$ cat src/rtl/alu_wb_stage.sv
// ALU result/writeback stage: FIFO-buffered results to the register-file write port plus
// architectural Z/N flags. Define ALU_WB_FWD_EN to add the fwd_* operand-bypass outputs.
module alu_wb_stage #(
  parameter int unsigned DATA_W = 19,
  parameter int unsigned RD_W   = 3,
  parameter int unsigned DEPTH  = 2
) (
  input  logic              clk,
  input  logic              rst_n,
  input  logic              flush,
  input  logic              in_valid,
  output logic              in_ready,
  input  logic [DATA_W-1:0] in_result,
  input  logic              in_zero,
  input  logic [RD_W-1:0]   in_rd,
  input  logic              in_wen,
  output logic              out_valid,
  input  logic              out_ready,
  output logic [DATA_W-1:0] out_result,
  output logic [RD_W-1:0]   out_rd,
  output logic              out_wen,
  output logic              flag_z,
  output logic              flag_n
`ifdef ALU_WB_FWD_EN
  ,
  output logic              fwd_valid,
  output logic [RD_W-1:0]   fwd_rd,
  output logic [DATA_W-1:0] fwd_result
`endif
);

  localparam int unsigned PTR_W = (DEPTH > 1) ? $clog2(DEPTH) : 1;
  localparam int unsigned CNT_W = $clog2(DEPTH + 1);

  typedef struct packed {
    logic [DATA_W-1:0] result;
    logic              zero;
    logic [RD_W-1:0]   rd;
    logic              wen;
  } wb_entry_t;

  wb_entry_t        mem [DEPTH];
  logic [PTR_W-1:0] wr_ptr;
  logic [PTR_W-1:0] rd_ptr;
  logic [CNT_W-1:0] count;
  wb_entry_t        head;
  logic             push;
  logic             pop;

  assign head      = mem[rd_ptr];
  assign in_ready  = (count != CNT_W'(DEPTH));
  assign out_valid = (count != '0);
  assign push      = in_valid && in_ready && !flush;
  assign pop       = out_valid && out_ready && !flush;

  // Head presented only while an entry is buffered; zero otherwise.
  assign out_result = out_valid ? head.result : '0;
  assign out_rd     = out_valid ? head.rd     : '0;
  assign out_wen    = out_valid ? head.wen    : 1'b0;

  // Payload storage needs no reset: it is never observed while count is zero.
  always_ff @(posedge clk) begin
    if (push) begin
      mem[wr_ptr] <= '{result: in_result, zero: in_zero, rd: in_rd, wen: in_wen};
    end
  end

  always_ff @(posedge clk or negedge rst_n) begin
    if (!rst_n) begin
      wr_ptr <= '0;
      rd_ptr <= '0;
      count  <= '0;
      flag_z <= 1'b0;
      flag_n <= 1'b0;
    end else if (flush) begin
      wr_ptr <= '0;
      rd_ptr <= '0;
      count  <= '0;
    end else begin
      if (push) begin
        wr_ptr <= wr_ptr + PTR_W'(1);
      end
      if (pop) begin
        rd_ptr <= rd_ptr + PTR_W'(1);
        flag_z <= head.zero;
        flag_n <= head.result[DATA_W-1];
      end
      unique case ({push, pop})
        2'b10:   count <= count + CNT_W'(1);
        2'b01:   count <= count - CNT_W'(1);
        default: count <= count;
      endcase
    end
  end

`ifdef ALU_WB_FWD_EN
  // Walk oldest to youngest so the youngest register-writing entry wins.
  always_comb begin
    logic [PTR_W-1:0] idx;
    idx        = '0;
    fwd_valid  = 1'b0;
    fwd_rd     = '0;
    fwd_result = '0;
    for (int unsigned i = 0; i < DEPTH; i++) begin
      idx = rd_ptr + PTR_W'(i);
      if ((CNT_W'(i) < count) && mem[idx].wen) begin
        fwd_valid  = 1'b1;
        fwd_rd     = mem[idx].rd;
        fwd_result = mem[idx].result;
      end
    end
  end
`endif

endmodule

$ cat config.mk
export PLATFORM = sky130hd
export DESIGN_NAME = alu_wb_stage
export DESIGN_NICKNAME = d
export VERILOG_FILES = /design/src/rtl/alu_wb_stage.sv
export SDC_FILE = /design/constraint.sdc
export NUM_CORES = 1
export LEC_CHECK = 0
export CORE_ASPECT_RATIO = 1.4
export CORE_MARGIN = 5
export CORE_UTILIZATION = 50
export CTS_CLUSTER_DIAMETER = 100
export CTS_CLUSTER_SIZE = 30
export DETAILED_ROUTE_END_ITERATION = 10
export GPL_TIMING_DRIVEN = 1
export PLACE_DENSITY = 0.82
export SYNTH_ARGS = -nofsm -noshare
export SYNTH_HDL_FRONTEND = slang
export SYNTH_SLANG_ARGS = --single-unit
$ cat constraint.sdc
create_clock -name clk -period 4.4 [get_ports clk]
set_clock_uncertainty 0.05 [all_clocks]
set_input_delay 1.1 -clock clk [delete_from_list [all_inputs] [get_ports clk]]
set_output_delay 1.1 -clock clk [all_outputs]
set_load 0.01 [all_outputs]
==> results of run 1 <==
[final cells by class]
| cell class | count | area, um^2 | area share, % |
|---|---|---|---|
| clock inverter | 3 | 23.8 | 0.848 |
| sequential | 54 | 1590 | 56.8 |
| multi-input combinational | 71 | 479 | 17.1 |
| timing repair buffer | 58 | 573 | 20.4 |
| tap | 45 | 56.3 | 2.01 |
| inverter | 3 | 11.3 | 0.402 |
| clock buffer | 5 | 68.8 | 2.45 |
[final timing paths]
check,endpoint,from,slack [ns]
worst min register to register,flag_z$_DFFE_PN0P_,flag_z$_DFFE_PN0P_,0.48
worst max-delay path,out_rd[0],count[0]$_DFFE_PN0P_,1.0
worst min-delay path,flag_z$_DFFE_PN0P_,flag_z$_DFFE_PN0P_,0.48
min in group asynchronous,rd_ptr$_DFFE_PN0P_,rst_n,0.97
max in group asynchronous,count[0]$_DFFE_PN0P_,rst_n,3.11
worst max register to register,mem[1][8]$_DFFE_PP_,count[1]$_DFFE_PN0P_,2.20
[worst min-delay path, cell delays in order, from the launching register on]
cell and delay [ns]:
dfrtp_1 0.35, o21ai_0 0.08, o31ai_1 0.07
[cell usage in the layout (no fill, tap or decap)]
| cell | Yosys | final |
|---|---|---|
| nor2b_1 | 1 | 1 |
| nand3_1 | 1 | 1 |
| clkdlybuf4s50_1 | 0 | 55 |
| nand3b_1 | 1 | 1 |
| or3_2 | 1 | 1 |
| a31oi_1 | 1 | 1 |
| inv_1 | 2 | 2 |
| nand2_1 | 2 | 2 |
| clkinvlp_4 | 0 | 2 |
| a21oi_1 | 2 | 2 |
| inv_2 | 1 | 1 |
| o31ai_1 | 2 | 2 |
| inv_6 | 0 | 1 |
| nor2_1 | 26 | 25 |
| o21ai_0 | 5 | 5 |
| clkbuf_8 | 0 | 5 |
| buf_4 | 2 | 3 |
| nor2_2 | 0 | 1 |
| dfrtp_1 | 6 | 6 |
| or4b_1 | 1 | 1 |
| xor2_1 | 1 | 1 |
| mux2i_1 | 24 | 24 |
| a22oi_1 | 1 | 1 |
| edfxtp_1 | 48 | 48 |
| nor3b_2 | 0 | 1 |
| nor3_2 | 0 | 1 |
[sequential cells by signal, summed over array words and instances, names as in the netlist]
| name | flops |
|---|---|
| mem | 48 |
| count | 2 |
| flag_n | 1 |
| flag_z | 1 |
| rd_ptr | 1 |
| wr_ptr | 1 |
[through the flow]
stage	utilization [%]	hold WS, ns	worst slack, ns	area, um^2
after floorplan	-	0.485	0.792	2100
after global placement	65.0	0.444	1.31	2710
after detailed placement	65.0	0.464	1.21	2710
after CTS	67.3	0.486	0.970	2800
after global routing	67.3	0.532	0.826	2800
final	67.3	0.481	0.997	2800
[logic make-up after synthesis]
kind of cell / after synthesis
AO/OA/AOI/OAI: 11
AND/OR/NAND/NOR: 35
multiplexers: 24
XOR/XNOR: 1
flip-flops: 54
buffers and inverters: 9
[routing by layer]
| metal | vias up | track usage (%) | wire [um] |
|---|---|---|---|
| met5 | - | 0 | 0 |
| met4 | 0 | 6.73 | 75 |
| met3 | 9 | 5.06 | 202 |
| met2 | 34 | 29.6 | 2360 |
| met1 | 597 | 14.3 | 1310 |
| li1 | 607 | - | - |
[where the power goes]
part           switching, W  internal, W  leakage (nW)
Combinational     0.0000679    0.0000849         0.382
Sequential        0.0000128     0.000583         0.519
Clock              0.000157     0.000114        0.0408
==> out/results.ini, run 1 <==
[detailed_routing]
via_count = 1247
postRouteAntennaNets = 0
drtIter0Drc = 41
vias_per_cell = 5.22
wl_mm = 3.94
drc = 0
dr.pass1.iters = 4
avgRoutedWirePerCell_um = 16.5

[setup_path]
crit_arrival_ns = 2.25
crit_chain = nor2_2 -> nor2_1 -> clkdlybuf4s50_1
crit_buf_inv = 1
critical_path_required_ns = 3.25
critPathMaxStageDelay_ns = 0.79
endpoint_kind = output pin
path_class = reg2out
cp-start-kind = register
crit_fanout = 25
crit_slowest_cell = nor2_2
crit_family = simple AND/OR/NAND/NOR gates
cp.depth = 3
r2r_cells = 5

[floorplanning]
die_x_um = 64.8
initial_core_util_pct = 50.5
fp.dieH_um = 86.7
core_um2 = 4170
rows = 28
die_area_um2 = 5620
pin_count = 56

[worst_hold_path]
hold_path.class = reg2reg
min_path_cells = 2

[cts]
ctsResizeCount = 0
cts_buffer_depth = 2
clkLatencyLatePin_ns = 0.30
numClockSinks = 54
cts_hold_buf = 0
htreeDepth = 2
cts_tree = yes
root_buffer = clkbuf_8
cts_setup_buffers = 0
cts_made_buffers = 5
clk_pin_slew_ns = 0.09

[global_routing]
grt_max_degree = 26
grt_pass1_wl_mm = 6.38
grt-ovfl-total = 0
first_global_vias = 1394
antenna_found_initial = 0
track_usage_pct = 15.4

[synthesis]
synth_simple_gate_area_share_pct = 7.32
synth_xor_area_share_pct = 0.416
synth_compound_gate_area_share_pct = 3.03
netlist_area_um2 = 2100
synth_ff_type = edfxtp_1
synth_area_per_cell_um2 = 15.7
ys_warn_count = 0
synthTopCellsByArea = edfxtp_1 (69%), mux2i_1 (11%), dfrtp_1 (7.1%)
ys_seq_area_share_pct = 75.7
ys_seq_elements = 54
synth_edf_count = 48
yosysTopAreaCell = edfxtp_1
syn_nets = 163
synth_adder_area_share_pct = 0
synth_top_cell_area_share_pct = 68.5
synth_common_cells = edfxtp_1 (48), nor2_1 (26), mux2i_1 (24)
synth_cells = 134
synth.area.mux_share_pct = 11.4
yosysUniqueCellTypes = 23
synth_top_family_by_area = multiplexers
synth_most_common_cell = edfxtp_1
ys_async_sr_fraction_pct = 11.1

[layout]
final_cells = 239
n_antenna_cell = 0
drive_gt1_share_pct = 8.25
final_nets = 222
syn_to_final_growth_pct = 33.3
n_fill_cell = 289

[pwr]
powerDensity_nw_per_um2 = 363
p_total_w = 0.00102
p_leak_nw = 0.942
ir_worst_vdd_mv = 0.281

[sta]
fin_tns_setup_ns = 0
finalHoldViolations = 0
fmax_mhz = 294
min_period_over_period_pct = 77.3
setup_viol = 0
rsz0062_at_grt = false
tightest_slew_ns = 0.982
drv_slew = 0
max_slew_margin_pct = 34.4
finalCriticalPeriod_ns = 3.40

[run_status]
status = complete, no violations

[placement]
place_congestion = 0.683
port_buffers = 55
placedCellCount = 231
dp_hpwl_mm = 2.92

[flow_run]
drv_cap = 0

No activity file was read; power rests on OpenSTA's default activity.
==> run 2, diff against run 1 <==
- CORE_UTILIZATION: 50 -> 43
- PLACE_DENSITY: 0.82 -> 0.75
- clock period: 4.4 -> 2.73 ns (I/O delays scaled with it)
==> out/results.ini, run 2 (synthesized netlist as in run 1, its figures left out) <==
[layout]
top_regs = mem x48, count x2
drive_gt1_share_pct = 8.72  ; +0.47 points
n_fill_cell = 418  ; +45%
largest_reg_flops = 48  ; unchanged
final_common_cell = clkdlybuf4s50_1
top_register = mem
final_cells = 259  ; +8.4%
n_antenna_cell = 0  ; unchanged
final_nets = 223  ; +0.45%
design_area_um2 = 2880  ; +2.7%
syn_to_final_growth_pct = 36.9
final_cell_mix = clkdlybuf4s50_1 (55), edfxtp_1 (48), nor2_1 (25), mux2i_1 (24), dfrtp_1 (6)

[cts]
numClockSinks = 54  ; unchanged
cts_tree = yes
ctsResizeCount = 0  ; unchanged
cts_made_buffers = 5  ; unchanged
htreeDepth = 2  ; unchanged
cts_setup_buffers = 0  ; unchanged
root_buffer = clkbuf_8
cts_buffer_depth = 2  ; unchanged
clk_pin_slew_ns = 0.09  ; about the same
cts_hold_buf = 0  ; unchanged
clkLatencyLatePin_ns = 0.29  ; about the same

[placement]
placedCellCount = 251  ; +8.7%
port_buffers = 55  ; unchanged
place_congestion = 0.697  ; +2.2%
dp_hpwl_mm = 2.91  ; -0.33%
place_area_um2 = 2770  ; +2.1%

[sta]
fin_tns_setup_ns = 0  ; unchanged
fmax_mhz = 390
finalCriticalPeriod_ns = 2.57
min_period_over_period_pct = 94.0
drv_slew = 0  ; unchanged
rsz0062_at_grt = false
max_slew_margin_pct = 63.4  ; +29 points
setup_viol = 0  ; unchanged
finalHoldViolations = 0  ; unchanged
tightest_slew_ns = 0.544  ; -0.439 ns

[detailed_routing]
dr.pass1.iters = 4  ; unchanged
postRouteAntennaNets = 0  ; unchanged
avgRoutedWirePerCell_um = 15.5  ; -6.2%
via_count = 1273  ; +2.1%
vias_per_cell = 4.92  ; -5.8%
wl_mm = 4.01  ; +1.6%
drtIter0Drc = 58  ; +41%
drc = 0  ; unchanged

[pwr]
powerDensity_nw_per_um2 = 600  ; +65%
clock_power_share_pct = 29.6  ; +3.1 points
p_int_w = 0.00136  ; +74%
p_leak_nw = 0.972  ; +3.2%
p_sw_w = 0.000372  ; +57%
ir_worst_vdd_mv = 0.429  ; +52%
p_sw_share_pct = 21.5  ; -1.8 points
combPwrFrac_pct = 15.1  ; about the same
pwr-share-seq_pct = 55.3  ; -3.2 points

[floorplanning]
die_x_um = 69.1  ; +6.6%
initial_core_util_pct = 43.8  ; -6.7 points
die_area_um2 = 6410  ; +14%
fp.dieH_um = 92.8  ; +6.9%
core_um2 = 4800  ; +15%
pin_count = 56  ; unchanged
rows = 30  ; +7.1%

[global_routing]
grt_max_degree = 26  ; unchanged
grt-ovfl-total = 0  ; unchanged
grt_pass1_wl_mm = 6.17  ; -3.4%
track_usage_pct = 12.5  ; -2.8 points
antenna_found_initial = 0  ; unchanged
first_global_vias = 1329  ; -4.7%

[run_status]
status = complete, no violations

[setup_path]
crit_arrival_ns = 1.83  ; -0.42 ns
endpoint_kind = output pin
crit_fanout = 24  ; -4.0%
reg2reg_slack_ns = 0.95  ; -1.25 ns
critical_path_required_ns = 2.00  ; -1.25 ns
path_class = reg2out
cp-start-kind = register

[worst_hold_path]
hold_path.class = reg2reg

[flow_run]
drv_cap = 0  ; unchanged

## run 2: metrics by stage
step | hold slack, ns | total power (W) | setup WS, ns | util [%]
6_report | 0.487 | 0.00173 | 0.163 | 59.9
5_1_grt | 0.526 | 0.00180 | 0.0863 | 59.9
4_1_cts | 0.502 | 0.00175 | 0.144 | 59.9
3_5_place_dp | 0.482 | 0.00124 | 0.325 | 57.6
3_3_place_gp | 0.446 | 0.00123 | 0.386 | 57.6
2_1_floorplan | 0.337 | 0.00109 | 0.363 | -
## run 2: cell type report
class                      count  area [um^2]  area share, %
clock buffer                   5         68.8           2.39
sequential                    54         1590           55.3
clock inverter                 3         43.8           1.52
inverter                       3         11.3          0.391
tap                           64         80.1           2.78
timing repair buffer          59          593           20.6
multi-input combinational     71          492           17.1
## run 2: worst paths after layout
kind / from / endpoint / depth (start not counted)
max: count[0]$_DFFE_PN0P_ / out_rd[0] / 4
min: flag_n$_DFFE_PN0P_ / flag_n$_DFFE_PN0P_ / 2
max reg2reg: count[1]$_DFFE_PN0P_ / mem[1][9]$_DFFE_PP_ / 5
min reg2reg: flag_n$_DFFE_PN0P_ / flag_n$_DFFE_PN0P_ / 2
max in group asynchronous: rst_n / rd_ptr$_DFFE_PN0P_ / 1
min in group asynchronous: rst_n / count[0]$_DFFE_PN0P_ / 1
## run 2: power by group through the flow
| stage | logic (W) | clock network [W] | registers, W |
|---|---|---|---|
| after floorplan | 0.000113 | 0 | 0.000974 |
| after global placement | 0.000257 | 0 | 0.000971 |
| after detailed placement | 0.000265 | 0 | 0.000975 |
| after CTS | 0.000267 | 0.000527 | 0.000956 |
| after global routing | 0.000280 | 0.000565 | 0.000959 |
| final | 0.000262 | 0.000512 | 0.000956 |
## run 2: per-layer routing
layer,vias up,part of all wire [%],global-route usage [%]
met1,625,33,11.0
met2,36,60,25.6
met4,0,1.0,4.40
met3,4,5.5,4.23
li1,608,-,-
met5,-,0,0
## run 2: worst max-delay path, cell delays in order, from the launching register on
cell and delay (ns):
dfrtp_1 0.47, nor2_2 0.17, buf_4 0.30, nor2_1 0.09, clkdlybuf4s50_1 0.50
==> run 3, diff against run 2 <==
- CELL_PAD_IN_SITES_DETAIL_PLACEMENT: default -> 2
- CELL_PAD_IN_SITES_GLOBAL_PLACEMENT: default -> 2
- CORE_UTILIZATION: 43 -> 25
- CTS_CLUSTER_DIAMETER: 100 -> 60
- PLACE_DENSITY: 0.75 -> default
- PLACE_DENSITY_LB_ADDON: default -> 0.1
==> out/results.ini, run 3 (synthesized netlist as in run 1, its figures left out) <==
[cts]
htreeDepth = 2  ; unchanged
cts_buffer_depth = 2  ; unchanged
cts_made_buffers = 5  ; unchanged
numClockSinks = 54  ; unchanged
root_buffer = clkbuf_16
cts_setup_buffers = 0  ; unchanged
ctsResizeCount = 0  ; unchanged
cts_hold_buf = 0  ; unchanged
clk_pin_slew_ns = 0.07  ; -0.02 ns
cts_tree = yes
clkLatencyLatePin_ns = 0.29  ; about the same

[sta]
setup_viol = 0  ; unchanged
max_slew_margin_pct = 49.0  ; -14 points
finalCriticalPeriod_ns = 2.55  ; -0.0207 ns
fin_tns_setup_ns = 0  ; unchanged
fmax_mhz = 393  ; +0.81%
drv_slew = 0  ; unchanged
finalHoldViolations = 0  ; unchanged
min_period_over_period_pct = 93.3  ; -0.76 points
tightest_slew_ns = 0.757  ; +0.214 ns
rsz0062_at_grt = false

[layout]
syn_to_final_growth_pct = 41.7
top_regs = mem x48, count x2
largest_reg_flops = 48  ; unchanged
final_cell_mix = clkdlybuf4s50_1 (55), edfxtp_1 (48), nor2_1 (25), mux2i_1 (24)
final_common_cell = clkdlybuf4s50_1
n_fill_cell = 857  ; +110%
n_antenna_cell = 0  ; unchanged
final_nets = 226  ; +1.3%
drive_gt1_share_pct = 9.60  ; +0.88 points
top_register = mem
fin_util_pct = 36.4  ; -24 points

[floorplanning]
rows = 39  ; +30%
die_x_um = 87.5  ; +27%
fp.dieH_um = 119  ; +28%
die_area_um2 = 10400  ; +62%
core_um2 = 8200  ; +71%
pin_count = 56  ; unchanged
initial_core_util_pct = 25.7  ; -18 points

[global_routing]
gr-usage-met2_pct = 19.3  ; -6.3 points
busiest_layer = met2
first_global_vias = 1567  ; +18%
grtUsageMet3_pct = 3.34  ; -0.89 points
met1_usage_pct = 10.6  ; -0.33 points
grt_max_degree = 22  ; -15%
track_usage_pct = 10.5  ; -2.0 points
grt_pass1_wl_mm = 8.11  ; +32%
antenna_found_initial = 0  ; unchanged
grt-ovfl-total = 0  ; unchanged

[pwr]
clock_power_share_pct = 33.6  ; +4.0 points
p_leak_nw = 1.00  ; +3.2%
powerDensity_nw_per_um2 = 621  ; +3.5%
pwr-share-seq_pct = 51.7  ; -3.6 points
ir_worst_vdd_mv = 0.265  ; -38%
combPwrFrac_pct = 14.7  ; -0.4 points
p_int_w = 0.00143  ; +5.3%
p_sw_share_pct = 22.8  ; +1.3 points
p_sw_w = 0.000421  ; +13%

[setup_path]
critical_path_required_ns = 2.00  ; about the same
crit_arrival_ns = 1.81  ; -0.02 ns
cp-start-kind = register
crit_slowest_cell = clkdlybuf4s50_1
endpoint_kind = output pin
crit_fanout = 21  ; -13%
path_class = reg2out
critPathMaxStageDelay_ns = 0.48  ; -0.02 ns
crit_chain = nor2_2 -> buf_12 -> nor2_1 -> clkdlybuf4s50_1

[detailed_routing]
wl_mm = 5.17  ; +29%
postRouteAntennaNets = 0  ; unchanged
dr.pass1.iters = 3  ; -1
via_count = 1313  ; +3.1%
drc = 0  ; unchanged
drtIter0Drc = 30  ; -48%
avgRoutedWirePerCell_um = 17.2  ; +11%
vias_per_cell = 4.38  ; -11%

[placement]
port_buffers = 55  ; unchanged
dp_hpwl_mm = 3.83  ; +32%
place_congestion = 0.667  ; -4.4%

[worst_hold_path]
hold_path.class = reg2reg

[flow_run]
drv_cap = 0  ; unchanged

[run_status]
status = complete, no violations

==> run 3: cell types whose count changed in the layout (fill, tap and decap cells not counted), sizes merged <==
cell / change
buf: +3
bufinv: -1
clkbuf: +1
==> run 3: per-layer routing <==
layer	vias to the layer above	routed length (um)	share of wire, %
li1	622	-	-
met1	644	1930	37
met2	39	2860	55
met3	8	255	4.9
met4	0	122	2.4
met5	-	0	0
==> run 3: cell type report <==
cell class                 instances  area [um^2]  share of cell area [%]
tap                              102          128                    4.28
clock inverter                     2         13.8                   0.462
timing repair buffer              62          616                    20.7
sequential                        54         1590                    53.4
multi-input combinational         71          492                    16.5
clock buffer                       6          129                    4.32
inverter                           3         11.3                   0.378
==> run 3: power groups by stage <==
| stage | clock, W | combinational (W) | sequential (W) |
|---|---|---|---|
| finish | 0.000623 | 0.000272 | 0.000957 |
| global route | 0.000685 | 0.000296 | 0.000961 |
| CTS | 0.000651 | 0.000282 | 0.000957 |
| detailed placement | 0 | 0.000281 | 0.000975 |
| global placement | 0 | 0.000274 | 0.000972 |
| floorplan | 0 | 0.000113 | 0.000974 |
==> run 3: final timing paths <==
check | startpoint | end | slack (ns) | depth (start not counted)
min in group asynchronous | rst_n | rd_ptr$_DFFE_PN0P_ | 0.59 | 1
hold / removal | flag_n$_DFFE_PN0P_ | flag_n$_DFFE_PN0P_ | 0.48 | 2
setup reg to reg | count[1]$_DFFE_PN0P_ | mem[1][8]$_DFFE_PP_ | 0.98 | 5
max in group asynchronous | rst_n | count[0]$_DFFE_PN0P_ | 1.81 | 1
setup / recovery | count[0]$_DFFE_PN0P_ | out_rd[1] | 0.18 | 4
hold reg to reg | flag_n$_DFFE_PN0P_ | flag_n$_DFFE_PN0P_ | 0.48 | 2
==> run 3: worst max-delay path: cells and delay by family, from the launching register on <==
| kind | cells | cell delay (ns) |
|---|---|---|
| and+or+nand+nor | 2 | 0.38 |
| DFF | 1 | 0.45 |
| buffers and inverters | 2 | 0.69 |
==> run 3: through the flow <==
step                power, W  hold slack [ns]  area [um^2]  setup WS [ns]  instances
floorplan            0.00109            0.337         2110          0.363        134
global placement     0.00125            0.449         2840          0.418        292
detailed placement   0.00126            0.477         2840          0.384        292
CTS                  0.00189            0.492         2980          0.141        300
global route         0.00194            0.504         2980         0.0768        300
finish               0.00185            0.485         2980          0.184        300
